## src/rtl/filter_sp_loader.sv

```systemverilog
// filter_sp_loader: writes a streamed filter into the scratchpad, then replays it
// num_passes times to the MAC datapath on consumer demand.
module filter_sp_loader #(
  parameter int FILTER_WIDTH = 16,
  parameter int FILTER_ROW   = 12,
  parameter int ADDR_WIDTH   = $clog2(FILTER_ROW)
) (
  input  logic                    clk,
  input  logic                    rst_n,
  input  logic                    start_i,
  input  logic [ADDR_WIDTH:0]     filter_size_i,
  input  logic [7:0]              num_passes_i,
  input  logic [FILTER_WIDTH-1:0] in_data_i,
  input  logic                    in_valid_i,
  output logic                    in_ready_o,
  input  logic                    rd_req_i,
  output logic [FILTER_WIDTH-1:0] rd_data_o,
  output logic                    rd_valid_o,
  output logic                    rd_last_o,
  output logic                    busy_o,
  output logic                    done_o,
  output logic [FILTER_WIDTH-1:0] sp_din_o,
  output logic [ADDR_WIDTH-1:0]   sp_waddr_o,
  output logic                    sp_wen_o,
  output logic [ADDR_WIDTH-1:0]   sp_raddr_o,
  output logic                    sp_ren_o,
  output logic                    sp_chip_en_o,
  input  logic [FILTER_WIDTH-1:0] sp_dout_i
);
  typedef enum logic [1:0] {IDLE, LOAD, STREAM, DONE} state_e;
  localparam logic [ADDR_WIDTH:0]   ROWS  = FILTER_ROW[ADDR_WIDTH:0];
  localparam logic [ADDR_WIDTH:0]   S_ONE = 1;
  localparam logic [ADDR_WIDTH-1:0] A_ONE = 1;
  state_e                state_q, state_d;
  logic [ADDR_WIDTH-1:0] wcnt_q, wcnt_d, rcnt_q, rcnt_d;
  logic [ADDR_WIDTH:0]   size_q, size_d;
  logic [7:0]            passes_q, passes_d, pass_cnt_q, pass_cnt_d;
  logic                  rd_valid_q, rd_valid_d, rd_last_q, rd_last_d;
  logic                  wr, rd, w_end, r_end, p_end;
  assign wr    = state_q == LOAD && in_valid_i;
  assign rd    = state_q == STREAM && rd_req_i;
  assign w_end = {1'b0, wcnt_q} == size_q - S_ONE;
  assign r_end = {1'b0, rcnt_q} == size_q - S_ONE;
  assign p_end = pass_cnt_q == passes_q - 8'd1;
  always_comb begin
    state_d    = state_q;
    wcnt_d     = wcnt_q;
    rcnt_d     = rcnt_q;
    pass_cnt_d = pass_cnt_q;
    size_d     = size_q;
    passes_d   = passes_q;
    rd_valid_d = rd;
    rd_last_d  = rd && r_end && p_end;
    case (state_q)
      IDLE: if (start_i) begin
        size_d   = filter_size_i > ROWS ? ROWS : filter_size_i;
        passes_d = num_passes_i;
        state_d  = filter_size_i == '0 ? DONE : LOAD;
      end
      LOAD: if (wr) begin
        wcnt_d = w_end ? '0 : wcnt_q + A_ONE;
        if (w_end) state_d = passes_q == '0 ? DONE : STREAM;
      end
      STREAM: if (rd) begin
        rcnt_d     = r_end ? '0 : rcnt_q + A_ONE;
        pass_cnt_d = r_end ? pass_cnt_q + 8'd1 : pass_cnt_q;
        if (r_end && p_end) state_d = DONE;
      end
      default: begin
        state_d    = IDLE;
        wcnt_d     = '0;
        rcnt_d     = '0;
        pass_cnt_d = '0;
      end
    endcase
  end
  always_ff @(posedge clk or negedge rst_n) begin
    if (!rst_n) begin
      state_q    <= IDLE;
      wcnt_q     <= '0;
      rcnt_q     <= '0;
      pass_cnt_q <= '0;
      size_q     <= '0;
      passes_q   <= '0;
      rd_valid_q <= 1'b0;
      rd_last_q  <= 1'b0;
    end else begin
      state_q    <= state_d;
      wcnt_q     <= wcnt_d;
      rcnt_q     <= rcnt_d;
      pass_cnt_q <= pass_cnt_d;
      size_q     <= size_d;
      passes_q   <= passes_d;
      rd_valid_q <= rd_valid_d;
      rd_last_q  <= rd_last_d;
    end
  end
  // write data is gated so the scratchpad pins stay quiet outside a handshake
  assign in_ready_o   = state_q == LOAD;
  assign sp_wen_o     = wr;
  assign sp_din_o     = wr ? in_data_i : '0;
  assign sp_waddr_o   = wcnt_q;
  assign sp_ren_o     = rd;
  assign sp_raddr_o   = rcnt_q;
  assign busy_o       = state_q != IDLE;
  assign sp_chip_en_o = busy_o;
  assign done_o       = state_q == DONE;
  assign rd_valid_o   = rd_valid_q;
  assign rd_last_o    = rd_last_q;
  assign rd_data_o    = sp_dout_i;
endmodule
```

## config.mk

```make
export PLATFORM = sky130hd
export DESIGN_NAME = filter_sp_loader
export DESIGN_NICKNAME = d
export VERILOG_FILES = /design/src/rtl/filter_sp_loader.sv
export SDC_FILE = /design/constraint.sdc
export NUM_CORES = 1
export LEC_CHECK = 0
export ABC_AREA = 1
export CAP_MARGIN = 20
export CORE_ASPECT_RATIO = 0.8
export CORE_MARGIN = 8
export CORE_UTILIZATION = 41
export CTS_BUF_LIST = sky130_fd_sc_hd__clkbuf_16
export CTS_CLUSTER_DIAMETER = 60
export DETAILED_ROUTE_END_ITERATION = 10
export PLACE_DENSITY_LB_ADDON = 0.05
export SYNTH_ARGS = -nofsm -noshare
export SYNTH_HDL_FRONTEND = slang
export SYNTH_SLANG_ARGS = --single-unit
```

## constraint.sdc

```tcl
create_clock -name clk -period 4 [get_ports clk]
set_input_delay 0.6 -clock clk [delete_from_list [all_inputs] [get_ports clk]]
set_output_delay 0.6 -clock clk [all_outputs]
set_load 0.005 [all_outputs]
```

# Word-level counts from Yosys, hierarchy flattened
# Index checks and enable logic that the tools add are counted.
[op_classes] n_eq_ne=12 addsub=5 mux=19 n_bitwise=2 magnitude_cmp=1 reduce_logical=16
[op_table] cell="$mux W16" n=1
[op_table] cell="$mux W4" n=4
[op_table] cell="$mux W8" n=2
[op_table] cell="$pmux W4 S2" n=2
[op_table] cell="$pmux W8 S2" n=1
[op_table] cell="$mux W2" n=6
[op_table] cell="$eq A4 B5 Y1" n=2
[op_table] cell="$add A4 B1 Y4 const B" n=2
[op_table] cell="$add A8 B1 Y8 const B" n=1
[op_table] cell="$eq A8 B8 Y1" n=1
[op_table] cell="$logic_not A8 Y1" n=1
[op_table] cell="$sub A8 B1 Y8 const B" n=1
[op_table] cell="$ne A2 B1 Y1 const B" n=3
[op_table] cell="$ne A2 B2 Y1 const B" n=3
[op_table] cell="$pmux W2 S3" n=1
[op_table] cell="$reduce_and A2 Y1" n=3
[op_table] cell="$gt A5 B4 Y1 const B" n=1
[op_table] cell="$logic_and A1 B1 Y1" n=5
[op_table] cell="$logic_not A5 Y1" n=1
[op_table] cell="$mux W5" n=1
[op_table] cell="$reduce_and A5 Y1" n=1
[op_table] cell="$sub A5 B1 Y5 const B" n=1
[op_table] cell="$eq A2 B2 Y1 const B" n=2
[op_table] cell="$reduce_or A2 Y1" n=2
[op_table] cell="6 further kinds" n=7
[word_totals] reg_bits=33 output_inout_bits=48 wordCells=63

# Longest topological paths before layout
[logic_depth] depth_word=6 depth_mapped=14 mapped_depth_nobuf=14

# Worst setup path before layout
# OpenSTA, ideal clock, no wires.
[synth_path] kind="register to output" from="reg state_q[1]" to="out sp_din_o[10]" stages_incl_launch_ff=7 t_arrival_ps=1354 n_path_buf=2 slack_ps=2046 cell_sequence="dfrtp_1 > inv_1 > ha_1 > clkbuf_1 > nand2_1 > clkbuf_1 > nor2_1"
[synth_via] elab_chain_cells=3
[synth_lines] element="start: declaration" line_no="34" rtl="state_e state_q, state_d;"
[synth_lines] element="start signal: assignment" line_no="88" rtl="state_q <= state_d;"
[synth_lines] element="$eq A2 B1 Y1"
[synth_lines] element="via in_ready_o" line_no="15" rtl="output logic in_ready_o,"
[synth_lines] element="$logic_and A1 B1 Y1" line_no="40" rtl="assign wr = state_q == LOAD && in_valid_i;"
[synth_lines] element="$mux W16" line_no="101" rtl="assign sp_din_o = wr ? in_data_i : '0;"
[synth_lines] element="end: declaration" line_no="22" rtl="output logic [FILTER_WIDTH-1:0] sp_din_o,"
# The timed path passes the listed nets, and every way through them passes these cells.

# Final worst setup path
[layout_path] from="reg state_q[1]" to="out sp_din_o[4]"
[layout_via] elab_chain_cells=3
[layout_lines] element="$eq A2 B1 Y1" line_no="40"
[layout_lines] element="$logic_and A1 B1 Y1" line_no="40"
[layout_lines] element="$mux W16" line_no="101"
# No other way between the ends.

==> metrics.md <==
| Metric | Value |
|---|---|
| Synth warn | `0` |
| Post-CTS Setup Bufs | `0` |
| Mapped Area | `about 0.0024 sq mm` |
| Pre-antenna DRT Iters | `4` |
| Synth Area in XOR/XNOR | `approximately 6.3%` |
| Placed insts | `~460` |
| Slew @ Worst Pin | `between 0.4 and 0.5 ns` |
| RD Place Congestion | `0.826` |
| Fin crit period | `2.82 ns` |
| Multiplexer share of the synthesized area | `0%` |
| Io pins | `98` |
| Final Hold Viols | `0` |
| Detailed placement HPWL | `roughly 5000 um` |
| Site row count | `24` |
| Drt wl/cell | `around 13 um` |
| Routed vias/inst | `4.57` |
| M1 wire length | `approximately 2900 um` |
| Layout Nets | `approximately 450` |
| Area grow syn2layout | `31.4%` |
| Hold-fix buffers at CTS | `0` |
| Cells after Synth | `between 300 and 400` |
| Post-route ant nets | `0` |
| Final antenna diode count | `0` |
| Worst Skew | `approximately 0.0038 ns` |
| CP max FO | `17` |
| DIE WIDTH | `101 um` |
| Initial antenna violation count | `0` |
| Clk sinks | `33` |
| Final WL | `between 6000 and 7000 um` |
| Max Used Layer | `met4` |
| Largest family of logic cells by synthesized area | `simple AND/OR/NAND/NOR gates` |
| Worst IR Drop VDD | `just over 300 uV` |
| Initial DRC Count | `92` |
| Max_cap viols | `0` |
| Final setup viols | `0` |
| Clk_lat worst skew | `approximately 0.28 ns` |
| Total number of vias | `approximately 2200` |
| P per Cell Area | `approximately 630 mW/mm^2` |
| Die area | `between 0.008 and 0.009 sq mm` |
| Worst Setup End Kind | `output pin` |
| Wire length on met3 | `285 um` |
| IO Port Bufs | `65` |
| Grt total ovfl | `0` |
| Adder-cell share of the synthesized area | `5.27%` |
| Most frequent cells in the layout | `nand2_1, clkdlybuf4s50_1, nor2_1` |
| Synth Register Bits | `33` |
| Max Slew Vio Count | `0` |
| Synth Area in Compound Gates | `roughly 6.5%` |
| Max Clk Rate | `355 MHz` |
| Status | `finished clean` |
| Critical Path Source Type | `flop` |
| Worst path required time | `about 3.4 ns` |
| Setup TNS | `0 ns` |
| Clock transition at the registers of the reported paths | `about 0.05 ns` |
| Post-route clock period utilization | `between 70% and 80%` |
| Synth cell types | `27` |
| Average size of a mapped cell | `around 7 sq um` |
| Clock buffer depth | `2` |
| First-pass GRT wire length | `10100 um` |
| Leak pwr | `1.52 nW` |
| Hold Crit Class | `reg2reg` |
| Die height | `around 84 um` |
| Met2 WL | `between 2000 and 3000 um` |
| Fillers | `between 500 and 600` |
| Core area | `roughly 0.0055 sq mm` |
| Synthesized Nets | `401` |
| Setup Crit Path Kind | `reg2out` |
| Most common cell after layout, fill and taps aside | `nand2_1` |
| CP arrival | `roughly 2.2 ns` |
| GRT Total Usage | `between 10% and 20%` |
| Starting Density | `roughly 43%` |
| Largest net degree at the start of global routing | `34` |
| # DRC | `0` |
| Sequential-to-total area share from yosys stat | `34.8%` |
| Rel. slew slack | `between 60% and 70%` |
| Number of global-route vias before repair | `approximately 2100` |
| Clk Tree Root Cell | `clkbuf_16` |
| Unrepaired setup endpoints after global routing | `no` |
| Share of cells above drive strength 1 | `4.82%` |
| CTS tree | `yes` |
| Total clock buffers created by CTS | `5` |
| Simple-Gate Fraction of Synth Area | `between 30% and 40%` |
| CTS resizes | `0` |
| H-tree depth | `2` |
| Cell Count, Final, Fillers Out | `472` |
-- critical path, stage by stage (launching register included) --
cell             delay [ns]
dfrtp_1                0.41
inv_1                  0.09
ha_1                   0.34
nand2_1                0.37
nor2_1                 0.20
clkdlybuf4s50_1        0.53
-- flip-flops by register name (all words and copies together), names as in the netlist --
register,count
state_q,2
passes_q,8
pass_cnt_q,8
sp_raddr_o,4
rd_last_o,1
size_q,5
rd_valid_o,1
sp_waddr_o,4
-- per-layer routing --
metal,GRT usage [%],vias up
met2,24.2,38
met5,0,-
met1,18.2,961
li1,-,1149
met4,4.18,0
met3,5.17,10
-- power breakdown --
| group | internal (mW) | switching, mW |
|---|---|---|
| clock | 0.228 | 0.141 |
| combinational | 0.431 | 0.615 |
| sequential | 0.432 | 0.107 |
| total | 1.09 | 0.864 |
-- Yosys cell counts (all sizes together) --
cell    instances  area share (%)
a21oi           5             1.1
a31oi           2            0.53
buf            18             6.0
clkbuf          3            0.47
clkinv          1            0.16
dfrtp          33              35
ha             10             5.3
inv            55             8.7
nand2          84              13
nand3          23             5.3
nand3b          1            0.32
nand4           7             1.8
nor2           55             9.8
nor3b           1            0.32
nor4            3            0.79
o211ai          1            0.32
o21ai          22             4.6
xnor2           2            0.74
xor2           15             5.5
-- per-stage QoR --
stage	setup WS [ns]	power (mW)	util (%)	cell area, sq um	hold WS [ns]
after detailed placement	1.29	1.59	53.8	2970	0.509
final	1.18	1.95	56.4	3120	0.518
after CTS	1.15	1.97	56.4	3120	0.522
after global routing	0.905	2.15	56.4	3120	0.557
after floorplan	2.05	1.28	-	2370	0.304
after global placement	1.35	1.58	53.8	2970	0.500
-- logic make-up after synthesis --
group | after synthesis
xor+xnor | 17
fa+ha+maj | 10
simple gates | 174
flops | 33
compound gates | 30
buf+inv | 77
-- final timing paths --
| check | from | slack (ns) | to | depth (start not counted) |
|---|---|---|---|---|
| setup / recovery | state_q[1] | 1.18 | sp_din_o[4] | 5 |
| hold / removal | size_q[4] | 0.52 | size_q[4] | 2 |
| setup reg to reg | size_q[0] | 2.02 | state_q[0] | 10 |
| hold reg to reg | size_q[4] | 0.52 | size_q[4] | 2 |
| max in group asynchronous | rst_n | 2.96 | state_q[0] | 2 |
| min in group asynchronous | rst_n | 0.73 | rd_valid_o | 2 |
-- area by class of cell --
type | count | area (sq um) | share of cell area (%)
inverter | 56 | 210 | 6.74
clock inverter | 3 | 17.5 | 0.562
timing repair buffer | 66 | 658 | 21.1
multi-input combinational | 231 | 1180 | 37.9
tap | 78 | 97.6 | 3.13
clock buffer | 5 | 125 | 4.01
sequential | 33 | 826 | 26.5
No activity file was read; power rests on OpenSTA's default activity.
